===== src/rtl/mac_col_acc_if.sv =====
// Bus bundle for one systolic MAC column: shared Q/instruction stream in, chained copy and result out.
interface mac_col_acc_if #(
    parameter int bw     = 8,
    parameter int pr     = 8,
    parameter int bw_out = 2*bw+5
) ();
    logic [pr*bw-1:0]  q_in;
    logic [1:0]        i_inst;
    logic              i_signed;
    logic [pr*bw-1:0]  q_out;
    logic [1:0]        o_inst;
    logic [bw_out-1:0] out;
    logic              out_valid;

    modport master (
        output q_in, i_inst, i_signed,
        input  q_out, o_inst, out, out_valid
    );

    modport slave (
        input  q_in, i_inst, i_signed,
        output q_out, o_inst, out, out_valid
    );
endinterface


===== src/rtl/mac_col_acc.sv =====
// Attention MAC column: holds one K vector, pipelines K.Q dot products per chunk and
// accumulates acc_len chunks per output, forwarding q_in/i_inst one cycle later for chaining.
module mac_col_acc #(
    parameter int bw      = 8,
    parameter int bw_psum = 2*bw+3,
    parameter int pr      = 8,
    parameter int acc_len = 4,
    parameter int bw_out  = bw_psum+2
) (
    input  logic         clk,
    input  logic         reset,
    mac_col_acc_if.slave bus
);
    localparam int cnt_w = (acc_len > 1) ? $clog2(acc_len) : 1;
    localparam logic [1:0] inst_load  = 2'b01;
    localparam logic [1:0] inst_exec  = 2'b10;
    localparam logic [1:0] inst_clear = 2'b11;

    logic is_load, is_exec, is_clear;
    assign is_load  = (bus.i_inst == inst_load);
    assign is_exec  = (bus.i_inst == inst_exec);
    assign is_clear = (bus.i_inst == inst_clear);

    logic [pr*2*bw-1:0] prod_bus;
    logic               s1_valid_reg, s1_signed_reg;
    logic [bw_psum-1:0] sum_next, s2_sum_reg;
    logic               s2_valid_reg, s2_signed_reg;
    logic [bw_out-1:0]  sum_ext, acc_next, acc_reg, out_reg;
    logic [cnt_w-1:0]   cnt_reg;
    logic               last_chunk, out_valid_reg;
    logic [pr*bw-1:0]   q_out_reg;
    logic [1:0]         o_inst_reg;

    // Stage 1: one K register and one registered product per lane.
    generate
        for (genvar gi = 0; gi < pr; gi++) begin : g_lane
            logic [bw-1:0]          k_reg;
            logic [2*bw-1:0]        prod_reg;
            logic [bw-1:0]          q_lane;
            logic signed [2*bw+1:0] k_wide, q_wide, prod_full;

            assign q_lane    = bus.q_in[gi*bw +: bw];
            assign k_wide    = {{(bw+2){bus.i_signed & k_reg[bw-1]}}, k_reg};
            assign q_wide    = {{(bw+2){bus.i_signed & q_lane[bw-1]}}, q_lane};
            assign prod_full = k_wide * q_wide;
            assign prod_bus[gi*2*bw +: 2*bw] = prod_reg;

            always_ff @(posedge clk) begin
                if (reset) begin
                    k_reg    <= '0;
                    prod_reg <= '0;
                end else begin
                    if (is_load) k_reg <= q_lane;
                    if (is_exec) prod_reg <= prod_full[2*bw-1:0];
                end
            end
        end
    endgenerate

    // Stage 2: each 2*bw product is widened by the chunk's own signedness before summing.
    always_comb begin
        sum_next = '0;
        for (int i = 0; i < pr; i++) begin
            sum_next = sum_next + {{(bw_psum-2*bw){s1_signed_reg & prod_bus[i*2*bw + 2*bw-1]}},
                                   prod_bus[i*2*bw +: 2*bw]};
        end
    end

    assign sum_ext    = {{(bw_out-bw_psum){s2_signed_reg & s2_sum_reg[bw_psum-1]}}, s2_sum_reg};
    assign acc_next   = (cnt_reg == '0) ? sum_ext : acc_reg + sum_ext;
    assign last_chunk = (cnt_reg == cnt_w'(acc_len-1));

    always_ff @(posedge clk) begin
        if (reset) begin
            q_out_reg     <= '0;
            o_inst_reg    <= '0;
            s1_valid_reg  <= 1'b0;
            s1_signed_reg <= 1'b0;
            s2_valid_reg  <= 1'b0;
            s2_signed_reg <= 1'b0;
            s2_sum_reg    <= '0;
            acc_reg       <= '0;
            cnt_reg       <= '0;
            out_reg       <= '0;
            out_valid_reg <= 1'b0;
        end else begin
            q_out_reg     <= bus.q_in;
            o_inst_reg    <= bus.i_inst;
            s1_valid_reg  <= is_exec;
            s1_signed_reg <= bus.i_signed;
            s2_valid_reg  <= s1_valid_reg & ~is_clear;
            s2_signed_reg <= s1_signed_reg;
            s2_sum_reg    <= sum_next;
            out_valid_reg <= s2_valid_reg & last_chunk;
            if (s2_valid_reg) begin
                acc_reg <= acc_next;
                if (last_chunk) begin
                    out_reg <= acc_next;
                    cnt_reg <= '0;
                end else begin
                    cnt_reg <= cnt_reg + cnt_w'(1);
                end
            end
            // A vector finishing on the clear cycle still publishes; only the running sum is dropped.
            if (is_clear) begin
                acc_reg <= '0;
                cnt_reg <= '0;
            end
        end
    end

    assign bus.q_out     = q_out_reg;
    assign bus.o_inst    = o_inst_reg;
    assign bus.out       = out_reg;
    assign bus.out_valid = out_valid_reg;
endmodule


===== src/flat_wrapper.sv =====
// flat-port wrapper written by rule: the top's interface ports become plain ports
module mac_col_acc_flat 
#(
    parameter int bw      = 8,
    parameter int bw_psum = 2*bw+3,
    parameter int pr      = 8,
    parameter int acc_len = 4,
    parameter int bw_out  = bw_psum+2
)
  (clk, reset, bus_q_in, bus_i_inst, bus_i_signed, bus_q_out, bus_o_inst, bus_out, bus_out_valid);
  mac_col_acc_if #(.bw(bw), .pr(pr), .bw_out(bw_out)) bus_i ();
  input  logic clk;
  input  logic reset;
  input wire logic [$bits(bus_i.q_in)-1:0] bus_q_in;
  input wire logic [$bits(bus_i.i_inst)-1:0] bus_i_inst;
  input wire logic [$bits(bus_i.i_signed)-1:0] bus_i_signed;
  output wire logic [$bits(bus_i.q_out)-1:0] bus_q_out;
  output wire logic [$bits(bus_i.o_inst)-1:0] bus_o_inst;
  output wire logic [$bits(bus_i.out)-1:0] bus_out;
  output wire logic [$bits(bus_i.out_valid)-1:0] bus_out_valid;
  assign bus_i.q_in = bus_q_in;
  assign bus_i.i_inst = bus_i_inst;
  assign bus_i.i_signed = bus_i_signed;
  assign bus_q_out = bus_i.q_out;
  assign bus_o_inst = bus_i.o_inst;
  assign bus_out = bus_i.out;
  assign bus_out_valid = bus_i.out_valid;
  mac_col_acc #(.bw(bw), .bw_psum(bw_psum), .pr(pr), .acc_len(acc_len), .bw_out(bw_out)) u_core (.clk(clk), .reset(reset), .bus(bus_i));
endmodule

===== config.mk =====
export PLATFORM = sky130hd
export DESIGN_NAME = mac_col_acc_flat
export DESIGN_NICKNAME = d
export VERILOG_FILES = /design/src/rtl/mac_col_acc_if.sv /design/src/rtl/mac_col_acc.sv /design/src/flat_wrapper.sv
export SDC_FILE = /design/constraint.sdc
export NUM_CORES = 2
export LEC_CHECK = 0
export BUFFER_PORTS_ARGS = -buffer_cell sky130_fd_sc_hd__buf_2
export CAP_MARGIN = 20
export CORE_MARGIN = 8
export CORE_UTILIZATION = 50
export CTS_CLUSTER_SIZE = 25
export DETAILED_ROUTE_END_ITERATION = 8
export PLACE_DENSITY_LB_ADDON = 0.1
export SLEW_MARGIN = 15
export SYNTH_ARGS = -nofsm -noshare
export SYNTH_HDL_FRONTEND = slang
export SYNTH_SLANG_ARGS = --single-unit
export TNS_END_PERCENT = 10

===== constraint.sdc =====
create_clock -name clk -period 17.3 [get_ports clk]
set_input_delay 1.73 -clock clk [delete_from_list [all_inputs] [get_ports clk]]
set_output_delay 1.73 -clock clk [all_outputs]
set_load 0.02 [all_outputs]

# Word level (Yosys, flattened, before mapping)
# Cells that the tools add are included.
# word_totals
ff_bits,326
in_bits,69
output_inout_bits,88
elab_cells,81
# classes
addsub,9
n_mul,8
eq_ne,4
muxes,2
n_bitwise,28
reduce_logical,3
# ops
operator,count
$mul A9 B9 Y16,8
$add A19 B19 Y19,6
$and A1 B1 Y1,27
$add A21 B21 Y21,1
$mux W21,1
$add A17 B17 Y18,1
$eq A2 B2 Y1 const B,3
$add A2 B1 Y2 const B,1
$eq A2 B1 Y1 const B,1
$logic_not A2 Y1,1
$mux W2,1
$reduce_and A2 Y1,1
$reduce_or A2 Y1,1
$not A1 Y1,1

# Longest topological paths before layout
# logic_depth
word_depth,8
depth_mapped,26
ltp_nobuf,26

# Worst setup path before layout
# Ideal clock, no wire load.
# synth_timing
path_type,input to register
from,input port bus_i_signed
to,register u_core.g_lane[2].prod_reg[15]
setup_ns,0.086
arrival_time_ns,6.716
required_time_ns,17.214
setup_slack_ns,10.499
cell_stages,19
n_path_buf,3
path_cell_list,clkbuf_1 > clkbuf_1 > buf_1 > nand3_1 > fa_1 > inv_1 > fa_1 > fa_1 > fa_1 > fa_1 > ha_1 > a21oi_1 > o21bai_1 > a21oi_1 > o21ai_0 > a21o_1 > a21oi_1 > xnor2_1 > a211oi_1
# synth_between
elab_chain_len,2
word_cells_on_any_way,3
cone_classes,mul (1); bitwise (2)
# synth_lines
item,line,text
from (decl),flat_wrapper.sv:16,input wire logic [$bits(bus_i.i_signed)-1:0] bus_i_signed;
$and A1 B1 Y1 (on tied branches),"mac_col_acc.sv:43, mac_col_acc.sv:44",
$mul A9 B9 Y16 *,mac_col_acc.sv:45,assign prod_full = k_wide * q_wide;
to (signal assigned),mac_col_acc.sv:54,if (is_exec) prod_reg <= prod_full[2*bw-1:0];
to (decl),mac_col_acc.sv:38,logic [2*bw-1:0] prod_reg;
# Mark *: on every way between the ends. The rest lies on a longest branch, timed or not.
# A chain may end at the register's enable or synchronous reset.

# Worst setup path after layout
# layout_timing
from,input port bus_i_signed
to,register u_core.g_lane[7].prod_reg[15]
# layout_between
elab_chain_len,2
word_cells_on_any_way,3
cone_classes,mul (1); bitwise (2)
# layout_lines
item,line
$and A1 B1 Y1 (on tied branches),"mac_col_acc.sv:43, mac_col_acc.sv:44"
$mul A9 B9 Y16 *,mac_col_acc.sv:45
to (signal assigned),mac_col_acc.sv:54
to (decl),mac_col_acc.sv:38
# Marks and branches as above.

==> results.json <==
{
  "critPathMaxStageDelay_ps": 490,
  "multiInputGateArea_um2": 26800,
  "cts_htree_levels": 2,
  "post-place-ws_ps": 9720,
  "synth.distinct_cells": 63,
  "wire_per_inst_um": 16.3,
  "crit_chain": "buf_2 > buf_4 > buf_4 > nand2_1 > or2_2 > fa_1 > fa_1 > inv_1 > fa_1 > fa_1 > inv_1 > fa_1 > inv_1 > ha_1 > inv_1 > o21bai_1 > a21o_1 > a21oi_1 > o21ai_0 > a31oi_1 > xnor2_1 > nand2_1 > a21oi_1",
  "clkSinkCount": 326,
  "cp-end-kind": "flop",
  "dr.pass1.iters": 5,
  "outcome": "completed",
  "hold_end": "u_core.s2_valid_reg",
  "synth.most_common_cell": "nand2_1",
  "totalNegativeSetupSlack_ps": 0,
  "worst_ep_arrival_time_ps": 7500,
  "holdWs_ps": 444,
  "worstHoldStart": "u_core.s1_valid_reg",
  "layout-drive-gt1-share_pct": 7.62,
  "worst_clock_skew_ps": 19.0,
  "largest_reg_flops": 128,
  "synth.top_cells.by_area": "fa_1 32%, dfxtp_1 18%, ha_1 11%",
  "drv_slew": 0,
  "r2r_slack_ps": 10930,
  "cp_max_fo": 38,
  "reg2reg_from": "u_core.g_lane[1].prod_reg[0]",
  "clk_latency_ps": 570,
  "syn_area_um2": 36700,
  "synth_top_area_cell": "fa_1",
  "path_buf_inv": 7,
  "cts_resized": 0,
  "seqCellArea_um2": 6530,
  "post_cts_buffers": 0,
  "drc": 0,
  "worstSetupPathType": "in -> reg",
  "grt_use_total_pct": 20.9,
  "clock.fmax_ghz": 0.143,
  "area.growth.synth_to_final_pct": 7.67,
  "synth_edf_count": 0,
  "synth_flop_cell": "dfxtp_1",
  "fin_cells": 5110,
  "synth_commonest_cells": "670 x nand2_1, 663 x inv_1, 591 x fa_1",
  "yosysTopAreaCellShare_pct": 32.3,
  "coreArea_um2": 72800,
  "grt_pass1_vias": 27400,
  "die_h_um": 287,
  "crit_family": "adder cells",
  "start_util_pct": 50.3,
  "wirelength_um": 83300,
  "worstRegToRegCells": 26,
  "crit_top_cell": "fa_1",
  "worst_slew_pin_slew_ps": 1050,
  "cts_buffers": 43,
  "grt_pass1_wl_um": 142000,
  "cts.hold.buffers_added": 0,
  "p_leak_nw": 18.2,
  "maxCapViolations": 0,
  "power_density_nw_per_um2": 72.7,
  "setup.worst_path.start_class": "primary input",
  "vdd_ir_drop_max_mv": 0.0762,
  "cts_root_buffer": "clkbuf_16",
  "layout.nets": 5100,
  "io_pins": 157,
  "clk_pin_slew_ps": 60,
  "total_power_mw": 2.87,
  "port_buffers": 156,
  "synthCells": 4127,
  "antenna_found_initial": 4,
  "post-route-period-util_pct": 40.5,
  "synth_nets": 5110,
  "hold_path_class": "reg -> reg",
  "slew-limit-headroom_pct": 29.9,
  "cp.required_ps": 17790,
  "grt_overflow_total": 0,
  "place.gp.congestion": 0.820,
  "fin_crit_ps": 7010,
  "hold_violations": 0,
  "r2r_end": "u_core.s2_sum_reg[18]",
  "rows": 99,
  "hold_path_depth": 1,
  "final_antenna_net_count": 0,
  "tritoncts": "yes",
  "fillers": 6922,
  "slowest_stage": "fa_1",
  "yosys_warnings": 0,
  "synth-seq-cells": 326,
  "vias": 26000,
  "die_area_um2": 82300,
  "first_iter_violations": 1256,
  "yosysSeqAreaShare_pct": 17.8,
  "setup_ws_ps": 10290,
  "clock_path_buffers": 3,
  "setup_viol": 0,
  "async_reset_ff_share_pct": 0,
  "die_x_um": 287,
  "synth.avg_cell_area_um2": 8.89,
  "grt_max_degree": 94,
  "via_per_inst": 5.08,
  "dp_cells": 5031,
  "dp_hpwl_um": 63900,
  "rsz0062_at_grt": "no"
}
==> where the power goes <==
part / internal [mW] / switching [mW] / total (mW)
clock: 0.596 / 0.370 / 0.966
combinational: 0.434 / 0.610 / 1.04
sequential: 0.804 / 0.0549 / 0.859
==> routing by layer <==
layer	share of wire [%]	global-route usage (%)	vias to the layer above	wire, um
met2	46	33.8	363	38300
li1	-	-	12800	-
met3	3.6	2.43	71	3020
met5	0.041	0	-	34
met1	49	30.3	12800	40600
met4	1.7	4.06	4	1390
==> through the flow <==
step                util (%)  instance area [um2]
finish                  54.2                39500
global placement        52.1                37900
floorplan                  -                36700
CTS                     54.2                39500
detailed placement      52.1                37900
global route            54.2                39500
==> worst max-delay path by stage <==
| stage | from | end | slack, ps | depth (start not counted) |
|---|---|---|---|---|
| floorplan | bus_i_signed | u_core.g_lane[2].prod_reg[15] | 10500 | 19 |
| global placement | bus_i_signed | u_core.g_lane[7].prod_reg[15] | 9820 | 23 |
| detailed placement | bus_i_signed | u_core.g_lane[7].prod_reg[15] | 9720 | 23 |
| CTS | bus_i_signed | u_core.g_lane[7].prod_reg[15] | 10300 | 23 |
| global route | bus_i_signed | u_core.g_lane[7].prod_reg[15] | 9900 | 23 |
| finish | bus_i_signed | u_core.g_lane[7].prod_reg[15] | 10290 | 23 |
==> kinds of logic after synthesis <==
family / share of synthesized area [%]
xor gates and xnor gates: 4.28
muxes: 0.249
buffers and inverters: 9.09
adders and majority gates: 43.3
AOI/OAI and AO/OA: 8.70
DFF: 17.8
and+or+nand+nor: 16.6
==> cell usage in the layout (no fill, tap or decap), types with 7 or more instances in the layout <==
cell type	instances
nand2_1	670
inv_1	663
fa_1	591
dfxtp_1	326
ha_1	323
a21oi_1	284
and2_1	241
buf_2	155
xnor2_1	140
nor2_1	94
nor2b_1	74
o21ai_0	55
or2_2	55
clkbuf_16	45
a211oi_1	44
a21o_1	43
nand3_1	41
xor2_1	39
and3_1	35
o21bai_1	26
nor3_1	21
a31oi_1	18
buf_4	13
nor4b_1	11
clkbuf_8	11
o21a_1	10
mux2i_1	8
nand3b_1	7
==> final cells by class <==
cell class | instances | area share (%)
clock buffer | 58 | 3.25
inverter | 664 | 6.31
tap | 959 | 3.04
antenna | 2 | 0.0127
sequential | 326 | 16.5
multi-input combinational | 2913 | 68.0
clock inverter | 19 | 0.624
timing repair buffer | 169 | 2.25
(Power assumes the default switching activity.)
